<file path="src/rtl/sys_seq_ctrl.sv">
// sys_seq_ctrl: systolic-array sequencer (weight load, compute, skew drain, done handshake)
// Ports: clk; rst (asynchronous, active-low); start/len/abort from the layer scheduler;
//   busy/done job status; w_load/w_row weight-load strobe and row index;
//   act_en/act_idx activation feed into row 0; ps_en per-row skewed accumulate enables.
// Option: SYS_SEQ_WEIGHT_REUSE_EN adds input reuse_w, which skips the weight load
//   when the previously loaded weights are still valid.
module sys_seq_ctrl #(
  parameter int ROWS  = 8,
  parameter int COLS  = 8,
  parameter int LEN_W = 16
) (
  input  logic                    clk,
  input  logic                    rst,
  input  logic                    start,
  input  logic [LEN_W-1:0]        len,
  input  logic                    abort,
`ifdef SYS_SEQ_WEIGHT_REUSE_EN
  input  logic                    reuse_w,
`endif
  output logic                    busy,
  output logic                    done,
  output logic                    w_load,
  output logic [$clog2(ROWS)-1:0] w_row,
  output logic                    act_en,
  output logic [LEN_W-1:0]        act_idx,
  output logic [ROWS-1:0]         ps_en
);
  localparam int RW = $clog2(ROWS);
  localparam int CW = $clog2(ROWS + COLS);
  typedef enum logic [2:0] {IDLE, LOAD_W, COMPUTE, DRAIN, DONE} state_t;
  state_t state, state_n;
  logic [CW-1:0] cnt, cnt_n;
  logic [LEN_W-1:0] len_m1, len_m1_n, act_idx_n;
  logic [RW-1:0] w_row_n;
  logic [ROWS-1:0] ps_en_n;
  logic busy_n, done_n, w_load_n, act_en_n, reuse;
`ifdef SYS_SEQ_WEIGHT_REUSE_EN
  logic w_valid, w_valid_n;
  assign reuse = reuse_w & w_valid;
`else
  assign reuse = 1'b0;
`endif
  // w_row and act_idx double as the LOAD_W and COMPUTE phase counters; cnt times DRAIN.
  always_comb begin
    state_n   = state;
    busy_n    = busy;
    done_n    = 1'b0;
    w_load_n  = w_load;
    w_row_n   = w_row;
    act_en_n  = act_en;
    act_idx_n = act_idx;
    cnt_n     = cnt;
    len_m1_n  = len_m1;
`ifdef SYS_SEQ_WEIGHT_REUSE_EN
    w_valid_n = w_valid;
`endif
    if (abort && state != IDLE) begin
      state_n   = IDLE;
      busy_n    = 1'b0;
      w_load_n  = 1'b0;
      w_row_n   = '0;
      act_en_n  = 1'b0;
      act_idx_n = '0;
      cnt_n     = '0;
`ifdef SYS_SEQ_WEIGHT_REUSE_EN
      w_valid_n = (state == LOAD_W) ? 1'b0 : w_valid;
`endif
    end else begin
      case (state)
        IDLE: if (start) begin
          busy_n   = 1'b1;
          cnt_n    = '0;
          len_m1_n = len - LEN_W'(1);
          if (len == '0) begin
            state_n = DONE;
            done_n  = 1'b1;
          end else if (reuse) begin
            state_n   = COMPUTE;
            act_en_n  = 1'b1;
            act_idx_n = '0;
          end else begin
            state_n  = LOAD_W;
            w_load_n = 1'b1;
            w_row_n  = '0;
          end
        end
        LOAD_W: if (w_row == RW'(ROWS - 1)) begin
          state_n   = COMPUTE;
          w_load_n  = 1'b0;
          w_row_n   = '0;
          act_en_n  = 1'b1;
          act_idx_n = '0;
`ifdef SYS_SEQ_WEIGHT_REUSE_EN
          w_valid_n = 1'b1;
`endif
        end else w_row_n = w_row + RW'(1);
        COMPUTE: if (act_idx == len_m1) begin
          state_n   = DRAIN;
          act_en_n  = 1'b0;
          act_idx_n = '0;
          cnt_n     = '0;
        end else act_idx_n = act_idx + LEN_W'(1);
        DRAIN: if (cnt == CW'(ROWS + COLS - 2)) begin
          state_n = DONE;
          done_n  = 1'b1;
        end else cnt_n = cnt + CW'(1);
        DONE: begin
          state_n = IDLE;
          busy_n  = 1'b0;
        end
        default: begin
          state_n = IDLE;
          busy_n  = 1'b0;
        end
      endcase
    end
    // Bit 0 mirrors the registered act_en, so it shifts in act_en's next value.
    ps_en_n = (abort && state != IDLE) ? '0 : {ps_en[ROWS-2:0], act_en_n};
  end
  always_ff @(posedge clk or negedge rst) begin
    if (!rst) begin
      state   <= IDLE;
      busy    <= 1'b0;
      done    <= 1'b0;
      w_load  <= 1'b0;
      w_row   <= '0;
      act_en  <= 1'b0;
      act_idx <= '0;
      ps_en   <= '0;
      cnt     <= '0;
      len_m1  <= '0;
`ifdef SYS_SEQ_WEIGHT_REUSE_EN
      w_valid <= 1'b0;
`endif
    end else begin
      state   <= state_n;
      busy    <= busy_n;
      done    <= done_n;
      w_load  <= w_load_n;
      w_row   <= w_row_n;
      act_en  <= act_en_n;
      act_idx <= act_idx_n;
      ps_en   <= ps_en_n;
      cnt     <= cnt_n;
      len_m1  <= len_m1_n;
`ifdef SYS_SEQ_WEIGHT_REUSE_EN
      w_valid <= w_valid_n;
`endif
    end
  end
endmodule
</file>
<file path="config.mk">
export PLATFORM = sky130hd
export DESIGN_NAME = sys_seq_ctrl
export DESIGN_NICKNAME = d
export VERILOG_FILES = /design/src/rtl/sys_seq_ctrl.sv
export SDC_FILE = /design/constraint.sdc
export NUM_CORES = 1
export LEC_CHECK = 0
export ABC_AREA = 1
export ABC_CLOCK_PERIOD_IN_PS = 1700
export CAP_MARGIN = 20
export CORE_MARGIN = 2
export CORE_UTILIZATION = 45
export CTS_CLUSTER_SIZE = 40
export DETAILED_ROUTE_END_ITERATION = 10
export PLACE_DENSITY = 0.8
export SKIP_CTS_REPAIR_TIMING = 1
export SLEW_MARGIN = 20
export SYNTH_ARGS = -nofsm -noshare
export SYNTH_HDL_FRONTEND = slang
export SYNTH_SLANG_ARGS = --single-unit
</file>
<file path="constraint.sdc">
create_clock -name clk -period 1.7 [get_ports clk]
set_input_delay 0.34 -clock clk [delete_from_list [all_inputs] [get_ports clk]]
set_output_delay 0.34 -clock clk [all_outputs]
set_load 0.02 [all_outputs]
</file>
* Word level (Yosys, flattened, before mapping)
Cells that the tools add are included.
Cells by class: equal/unequal tests 13, $add $sub $neg 4, mux-type cells 39, bitwise gates (word level) 1, reductions and logical operators 15
Operators by type and width (number):
- $mux W16 | 3
- $pmux W16 S2 | 1
- $mux W3 | 10
- $ne A3 B3 Y1 const B | 6
- $add A16 B1 Y16 const B | 1
- $eq A16 B16 Y1 | 1
- $logic_not A16 Y1 | 1
- $mux W4 | 4
- $sub A16 B1 Y16 const B | 1
- $mux W1 | 13
- $pmux W3 S4 | 1
- $pmux W4 S3 | 1
- $reduce_and A4 Y1 | 3
- $reduce_bool A3 Y1 | 3
- $mux W8 | 1
- $pmux W1 S2 | 4
- $eq A3 B2 Y1 const B | 2
- $pmux W3 S2 | 1
- $reduce_and A3 Y1 | 2
- $add A4 B1 Y4 const B | 1
- $eq A4 B4 Y1 const B | 1
- $reduce_and A2 Y1 | 2
- $reduce_bool A4 Y1 | 1
- $add A3 B1 Y3 const B | 1
- other kinds (7) | 7
Word-level totals: bits in registers 54, logic and storage cells 82, output and inout bits 31, input bits 20

* Depth between registers and ports, before layout
depth after elaboration 5, mapped depth 12, mapped depth without buffers 11

* Worst setup path before layout
OpenSTA, ideal clock, no wires.
path kind reg2reg, from reg act_idx[0], to reg act_idx[10], stages on the path, launching flop included 8, library setup time 0.118 ns, path buffers 0, data arrival time 1.525 ns, setup slack 0.056 ns, clock period less this slack 1.644 ns, data required time 1.582 ns, cells stage by stage dfrtp_1 > ha_1 > nand3_1 > nor2_1 > nand4_1 > nor2_4 > xor2_1 > nor2_1
Between the ends: longest elaborated chain between the ends 4, elaborated cells on any way between the ends 5, classes of those cells add/sub (1); eq/ne (1); mux (3)
Ends and longest elaborated chain:
- start: declaration | line 25 | output logic [LEN_W-1:0] act_idx,
- start signal: assignment | line 142 | act_idx <= act_idx_n;
- $add A16 B1 Y16 / $eq A16 B16 Y1 (equally long branches) | line 102, 97
- $mux W16 * | line 97 | COMPUTE: if (act_idx == len_m1) begin
- $pmux W16 S2 * | line 69 | case (state)
- $mux W16 * | line 57 | if (abort && state != IDLE) begin
Mark *: on every way between the ends. The rest lies on a longest branch, timed or not. A chain may end at the register's enable or synchronous reset.

==> flow_metrics.tcl <==
set metrics [dict create \
    outcome "finished with violations" \
    failed_checks "negative hold slack" \
    switching_share_pct 40.3 \
    vias_per_cell 5.01 \
    finalHoldViolCount 17 \
    cts_tree "yes" \
    synth_edf_count 0 \
    place_congestion 0.917 \
    p_sw_w 0.00198 \
    dpl_cell_area_um2 4100 \
    num_antenna_cells 0 \
    required_ps 1360 \
    vdd_ir_drop_max_v 0.000528 \
    tns_ps 0 \
    grt_pass1_wl_um 12800 \
    wirelength_um 8020 \
    tightest_slew_ps 511 \
    post-place-ws_ps -210 \
    path_clk_slew_ps 110 \
    critPathKind "flip-flop to primary output" \
    post-route-period-util_pct 97.1 \
    critPathLaunchType "flip-flop" \
    cts_buffers 5 \
    synth-simple-area-share_pct 33.5 \
    initialDrtViolationCount 257 \
    drive_gt1_share_pct 20.4 \
    hp-class "input port to async pin" \
    dieArea_um2 7630 \
    postSynthNetCount 459 \
    cp_cell_sequence "clkdlybuf4s50_1" \
    async_flop_share_pct 100 \
    cpPeakStageDelay_ps 620 \
    syn2layout_area_growth_pct 39.9 \
    cts_max_path_buffers 2 \
    start_util_pct 46.3 \
    fin_crit_ps 1650 \
    synthXorXnorAreaFrac_pct 5.60 \
    synth_compound_area_share_pct 6.44 \
    num_rows 30 \
    path_buf_inv 1 \
    slowest_stage "clkdlybuf4s50_1" \
    synth_top_family_by_area "simple AND/OR/NAND/NOR gates" \
    fin_nets 570 \
    fin_skew_ps 15.6 \
    pwr-share-comb_pct 49.8 \
    intPower_w 0.00293 \
    grt_usage_pct 20.8 \
    fmax_mhz 606 \
    vias 3127 \
    endpoint_kind "primary output" \
    max-cap-violations 0 \
    wl_per_cell_um 12.9 \
    p_per_area_nw_per_um2 1120 \
    crit_arrival_ps 1310 \
    hpwl_um 5870 \
    dr.pass1.iters 5 \
    ys_warn_count 0 \
    p_leak_nw 2.46 \
    cts-root-buf "clkbuf_8" \
    coreArea_um2 6760 \
    antenna_left 0 \
    synth.distinct_cells 34 \
    synthMuxAreaShare_pct 0 \
    synth_fa_ha_area_share_pct 2.80 \
    setup_slack_ps 48.8 \
    synth_area_um2 3130 \
    power_w 0.00491 \
    io_pins 51 \
    crit_family "buffers and inverters" \
    grt_pass1_vias 2964 \
    worst_hold_slack_ps -18.5 \
    ys_seq_area_share_pct 42.4 \
    relSlewSlack_pct 65.9 \
    drcViolationCount 0 \
    cts_max_level 2 \
    fp.dieW_um 87.4 \
    stdcell_area_um2 4370 \
    syn_area_per_cell_um2 7.24 \
    cp_max_fo 3 \
    grt-ovfl-total 0 \
    numPortBuffers 50 \
    ys_ff_latch 53 \
    finalMaxSlewViolations 0 \
    report.final.setup_viol 0 \
    grt_max_degree 34 \
    synth_flop_cell "dfrtp_1" \
    dieHeight_um 87.4 \
    syn_inst 432 \
    p_clk_share_pct 14.7 \
    cts.sink_count 53 \
    seqPwrFrac_pct 35.5 \
    antenna_found_initial 0 \
    clk_latency_ps 310 \
]
-- cell usage after synthesis (3+ instances only) --
| cell type | number | area [um2] |
|---|---|---|
| a21oi_1 | 5 | 25.0 |
| dfrtp_1 | 53 | 1330 |
| ha_1 | 7 | 87.6 |
| inv_1 | 50 | 188 |
| inv_2 | 17 | 63.8 |
| nand2_1 | 124 | 465 |
| nand3_1 | 25 | 125 |
| nand3_2 | 3 | 30.0 |
| nand4_1 | 14 | 87.6 |
| nor2_1 | 63 | 236 |
| nor3_1 | 5 | 25.0 |
| o21ai_0 | 22 | 110 |
| xnor2_1 | 3 | 26.3 |
| xor2_1 | 17 | 149 |
-- layout by cell type (no fill, tap or decap), types with 5 or more instances in the layout --
cell type / n
dfrtp_1: 49
dlymetal6s2s_1: 19
inv_1: 49
nand4_1: 14
buf_4: 55
inv_2: 18
a21oi_1: 5
nand3_1: 25
o21ai_0: 22
nand2_1: 121
clkdlybuf4s50_1: 30
nor2_2: 5
clkbuf_8: 5
nor2_1: 58
ha_1: 7
xor2_1: 17
-- registers in the layout, summed over array words and instances, names as in the netlist --
signal	count
w_row	3
act_en	1
cnt	4
ps_en	7
done	1
w_load	1
busy	1
state	3
act_idx	16
len_m1	16
-- power by group through the flow --
stage               logic [W]  registers [W]  clock network, W
floorplan             0.00124        0.00179                 0
global placement      0.00209        0.00174                 0
detailed placement    0.00214        0.00176                 0
CTS                   0.00217        0.00174          0.000731
global route          0.00269        0.00177          0.000783
finish                0.00245        0.00174          0.000721
-- metal layers --
| metal | global-route usage (%) | part of all wire [%] | vias to the layer above |
|---|---|---|---|
| met4 | 7.55 | 1.6 | 0 |
| met3 | 2.56 | 3.8 | 11 |
| met2 | 35.6 | 51 | 82 |
| li1 | - | - | 1568 |
| met1 | 27.0 | 44 | 1466 |
| met5 | 0 | 0 | - |
-- per-stage QoR --
step,util (%),cells
after global routing,64.7,624
after global placement,60.7,609
after detailed placement,60.7,609
final,64.7,624
after floorplan,-,432
after CTS,61.9,617
-- worst paths after layout --
| path | from | end | slack [ps] | depth (start not counted) |
|---|---|---|---|---|
| min in group clk | w_load | w_load | 490 | 2 |
| min reg2reg | w_load | w_load | 490 | 2 |
| max reg2reg | state[2] | act_idx[3] | 50 | 8 |
| min | rst | act_idx[9] | -20 | 1 |
| max | act_en | ps_en[0] | 50 | 1 |
| max in group asynchronous | rst | ps_en[4] | 1160 | 2 |
-- cells by family after synthesis --
| group | Yosys count |
|---|---|
| xor gates and xnor gates | 20 |
| DFF | 53 |
| buffers and inverters | 72 |
| AOI/OAI and AO/OA | 36 |
| adders and majority gates | 7 |
| and+or+nand+nor | 244 |
-- cell type report --
type,instances,area (um2)
flip-flops and latches,53,1330
clock inverters,3,17.5
clock buffers,5,68.8
fillers,560,2380
multi-input cells,307,1570
repair buffers,109,1040
well taps,80,100
inverters,67,251
Note: power is estimated with default switching activity, not from simulation.
==> variant 1: new RTL, same settings <==
Re-encode `state_t` (5 states) as one-hot, 5 bits wide.
--- a/src/rtl/sys_seq_ctrl.sv
+++ b/src/rtl/sys_seq_ctrl.sv
@@ -28,5 +28,5 @@
   localparam int RW = $clog2(ROWS);
   localparam int CW = $clog2(ROWS + COLS);
-  typedef enum logic [2:0] {IDLE, LOAD_W, COMPUTE, DRAIN, DONE} state_t;
+  typedef enum logic [4:0] {IDLE = 5'b00001, LOAD_W = 5'b00010, COMPUTE = 5'b00100, DRAIN = 5'b01000, DONE = 5'b10000} state_t;
   state_t state, state_n;
   logic [CW-1:0] cnt, cnt_n;
Function: same outputs for any inputs over 10 cycles, from zero or initial values and one cycle with rst low; not proved beyond that.
==> variant 1 against the original RTL <==
Power is 9.6% lower. Sequential cell count increased by 2. Register-to-register slack better by 0.05 ns. Design area rose by 0.89%. Global-route usage down 1.4 points. Die area rose by 6.5%. Synthesized area is 6.8% higher. Sequential share of layout area is 0.90 points higher. Cell count is 5.1% higher. Worst setup slack worse by 0.015 ns. Wire length is 0.26% lower. Highest routed layer unchanged.
==> variant 1: results (changes against the original RTL) <==
* GPL Wtd Cong at 0.897 (-2.2%)
* TritonCTS Buffers at 5 (unchanged)
* Worst EP arrival at 1.33 ns (+0.02 ns)
* Slew Limit Headroom at 76.3% (+10 points)
* Worst VDD drop at 506 uV (-4.2%)
* Post-Syn Instances at 467 (+8.1%)
* Post-Syn Nets at 493 (+7.4%)
* DR pass1 iterations at 4 (-1)
* Vias in the first global route at 2974 (+0.34%)
* CTS clk-pin slew, worst paths at 0.09 ns (-0.02 ns)
* CP max-delay cell: clkdlybuf4s50_1
* Setup Skew at 0.00664 ns (-0.00894 ns)
* CP top delay family: buffers and inverters
* Post-DP HPWL at 6.15 mm (+4.9%)
* Status: finished clean
* Pin count of the biggest net entering global routing at 56 (+65%)
* Sequential fraction of the synthesis area at 41.3% (-1.2 points)
* Async SR Flop Fraction at 100% (unchanged)
* Share of the synthesized area in the top cell type at 40.5% (-1.9 points)
* First-pass GRT wire length at 13.1 mm (+1.6%)
* Area after DPL at 4230 um^2 (+3.1%)
* Share of cells above drive strength 1 at 14.4% (-6.0 points)
* Initial antenna violation count at 0 (unchanged)
* Vias at 3257 (+4.2%)
* Nets at 582 (+2.1%)
* Worst-case clock buffer depth at 2 (unchanged)
* All-Layer GR Usage at 19.4% (-1.4 points)
* Ant. Diodes at 0 (unchanged)
* DR iter-0 viols at 194 (-25%)
* Cell total after placement at 646 (+6.1%)
* Post-synth top cells: nand2_1 (134), inv_1 (77), nor2_1 (58)
* Leakage at 0.00251 uW (+2.0%)
* Pre-CTS setup slack at -0.310 ns (-0.0997 ns)
* # fillers at 676 (+21%)
* Synth unique cells at 31 (-8.8%)
* Final std cells w/o fill at 656 (+5.1%)
* Synth area leaders: dfrtp_1 (40%), nand2_1 (15%), inv_1 (8.7%)
* Peak fanout along the critical path at 3 (unchanged)
* Final wirelength at 8.00 mm (-0.26%)
-- variant 1: cell count changes after synthesis, moves of 3 or more --
| cell | before | now |
|---|---|---|
| inv_1 | 50 | 77 |
| inv_2 | 17 | 4 |
| nand2_1 | 124 | 134 |
| o21ai_1 | 1 | 11 |
| nand4_1 | 14 | 23 |
| nand3_1 | 25 | 20 |
| nor2_1 | 63 | 58 |
| buf_2 | 1 | 4 |
| o21ai_0 | 22 | 25 |
-- variant 1: cell type report --
class | instances | area (um^2) | area share [%]
clock inverters | 1 | 7.51 | 0.170
multi-input cells | 322 | 1630 | 37.0
flip-flops and latches | 55 | 1380 | 31.3
repair buffers | 90 | 878 | 19.9
clock buffers | 7 | 76.3 | 1.73
inverters | 82 | 310 | 7.03
well taps | 99 | 124 | 2.81
-- variant 1: cell families after synthesis --
logic type               share of synthesized area, %
adder cells (fa/ha/maj)                          2.25
AND/OR/NAND/NOR                                  33.5
AO/OA/AOI/OAI                                    7.31
flip-flops                                       41.3
buffers and inverters                            10.9
XOR/XNOR                                         4.72
-- variant 1: report_power, final --
part / internal [uW] / switching [uW] / total, uW
clock: 293 / 416 / 708
combinational: 784 / 1150 / 1940
sequential: 1580 / 211 / 1790
total: 2660 / 1780 / 4440
-- variant 1: per-layer routing --
layer  vias up  GRT usage, %  share of wire, %
li1       1644             -                 -
met1      1501          25.8                45
met2        96          32.1                46
met3        16          2.35               5.9
met4         0          8.08               2.4
met5         -             0                 0
-- variant 1: worst paths after layout --
path	from	endpoint	slack, ns	cells after the start
max	w_row[2]	w_row[2]	0.03	1
min	rst	len_m1[3]	0.003	2
min reg2reg	ps_en[6]	ps_en[7]	0.49	2
max in group asynchronous	rst	state[0]	1.39	2
min in group clk	ps_en[6]	ps_en[7]	0.49	2
max reg2reg	act_idx[4]	cnt[1]	0.10	11
==> variant 2: new RTL, same settings <==
Made on the original files. `ROWS`: 8 -> 4.
--- a/src/rtl/sys_seq_ctrl.sv
+++ b/src/rtl/sys_seq_ctrl.sv
@@ -6,5 +6,5 @@
 //   when the previously loaded weights are still valid.
 module sys_seq_ctrl #(
-  parameter int ROWS  = 8,
+  parameter int ROWS  = 4,
   parameter int COLS  = 8,
   parameter int LEN_W = 16
Ports: changed (resized ps_en and w_row); port bits go from 51 to 46. The function was not compared with the original's and may differ.
==> variant 2 against the original RTL <==
The flow still finishes with violations (negative hold slack). Worst setup slack got worse by 0.014 ns. Count of clock-buffer cells in the layout increased by 1. Sequential cell count is 5 lower. Power shrank 9.2%. Register-to-register slack improved by 0.02 ns. Wire length shrank 4.9%. First-iteration DRC count shrank 2.7%. Cell count is 1.3% lower. Synthesized area shrank 3.0%. Design area fell by 5.9%. Critical endpoint is now w_row[1]. Largest cell class unchanged. Highest routed layer unchanged.
==> variant 2: results (changes against the original RTL) <==
* Clock Latency Late Sink at 0.31 ns (about the same)
* Buffers on Ports at 45 (-10%)
* DR pass1 iterations at 5 (unchanged)
* Initial antenna violation count at 0 (unchanged)
* Peak fanout along the critical path at 3 (unchanged)
* Via/cell ratio at 5.05 (+0.78%)
* First-pass GRT wire length at 12.5 mm (-2.5%)
* All-Layer GR Usage at 21.3% (+0.50 points)
* Failing checks: negative hold slack
* Post-Syn Instances at 441 (+2.1%)
* Hold_ws at -0.00935 ns (+0.00919 ns)
* CP top delay family: buffers and inverters
* Root Buffer: clkbuf_8
* Worst R2R Path Depth at 8 (unchanged)
* Post-Syn Nets at 466 (+1.5%)
* Final std cells w/o fill at 616 (-1.3%)
* Post-DP HPWL at 5.92 mm (+0.85%)
* Maxcap violations at 0 (unchanged)
* Setup Skew at 0.00593 ns (-0.00965 ns)
* CP max-delay cell: clkdlybuf4s50_1
* # fillers at 544 (-2.9%)
* Die X at 86.1 um (-1.4%)
* Fin. Hold Viols at 13 (-4)
* H-tree Lvls at 2 (unchanged)
* TritonCTS Buffers at 5 (unchanged)
* Largest regs: act_idx x16, len_m1 x16, cnt x4
* Cell total after placement at 605 (-0.66%)
* Synth unique cells at 33 (-2.9%)
* Ys Warns at 0 (unchanged)
* Routed len/inst at 12.4 um (-3.7%)
* Post-synth top cells: nand2_1 (139), inv_1 (65), nor2_1 (61)
* Async SR Flop Fraction at 100% (unchanged)
* Ant. Diodes at 0 (unchanged)
* CTS clk-pin slew, worst paths at 0.09 ns (-0.02 ns)
* Share of cells above drive strength 1 at 17.8% (-2.6 points)
* Status: finished, violations left
* Worst-margin pin slew at 0.335 ns (-0.176 ns)
* Worst VDD drop at 489 uV (-7.5%)
* DR iter-0 viols at 250 (-2.7%)
* Sequential fraction of the synthesis area at 39.6% (-2.8 points)
* Pin count of the biggest net entering global routing at 49 (+44%)
* Vias in the first global route at 2836 (-4.3%)
* Most used DFF post-synth: dfrtp_1
* Leakage at 0.00232 uW (-5.8%)
* Nets at 563 (-1.2%)
* Worst min-delay path category: in -> async
* Pre-CTS setup slack at -0.262 ns (-0.0513 ns)
* Worst-case clock buffer depth at 2 (unchanged)
* Crit path largest cell delay at 0.62 ns (about the same)
* Synth area leaders: dfrtp_1 (40%), nand2_1 (17%), inv_1 (8.0%)
* GPL Wtd Cong at 0.933 (+1.7%)
==> variant 2: cell count changes after synthesis, moves of 4 or more <==
cell | unedited run | this run
dfrtp_1 | 53 | 48
inv_1 | 50 | 65
inv_2 | 17 | 4
nand2_1 | 124 | 139
nand3_1 | 25 | 17
o21ai_0 | 22 | 28
xor2_1 | 17 | 13
==> variant 2: power by group <==
group | internal, uW | switching (uW)
sequential | 1410 | 231
combinational | 854 | 1240
clock | 329 | 388
total | 2600 | 1860
==> variant 2: cells by family after synthesis <==
family	count (synthesis)	share of synthesized area (%)
compound gates	42	7.30
xor+xnor	16	4.62
fa+ha+maj	5	2.06
buf+inv	76	10.4
flops	48	39.6
simple gates	254	36.1
==> variant 2: metrics by stage <==
step | cell area [um^2] | TNS [ns]
floorplan | 3030 | 0
global placement | 3900 | -2.45
detailed placement | 3900 | -3.78
CTS | 4000 | -0.886
global route | 4110 | 0
finish | 4110 | 0
==> variant 2: layout make-up <==
cell class | count | share of cell area [%]
Clock inverter | 2 | 0.365
Sequential cell | 48 | 29.4
Clock buffer | 6 | 2.01
Timing Repair Buffer | 96 | 21.5
Tap cell | 77 | 2.34
Inverter | 70 | 6.45
Multi-Input combinational cell | 317 | 38.0
==> variant 2: layer usage <==
| metal | global-route usage (%) | up-vias | routed length [um] |
|---|---|---|---|
| li1 | - | 1562 | - |
| met1 | 28.7 | 1432 | 3450 |
| met2 | 35.0 | 107 | 3630 |
| met3 | 3.18 | 10 | 439 |
| met4 | 7.65 | 0 | 108 |
| met5 | 0 | - | 0 |
==> variant 2: path summary, 6_finish.rpt <==
check,slack [ns],to,startpoint
max reg2reg,0.07,act_idx[14],act_idx[1]
min in group clk,0.49,ps_en[2],ps_en[1]
max,0.03,w_row[1],w_row[1]
min reg2reg,0.49,ps_en[2],ps_en[1]
min,-0.009,busy,rst
max in group asynchronous,1.47,act_idx[10],rst
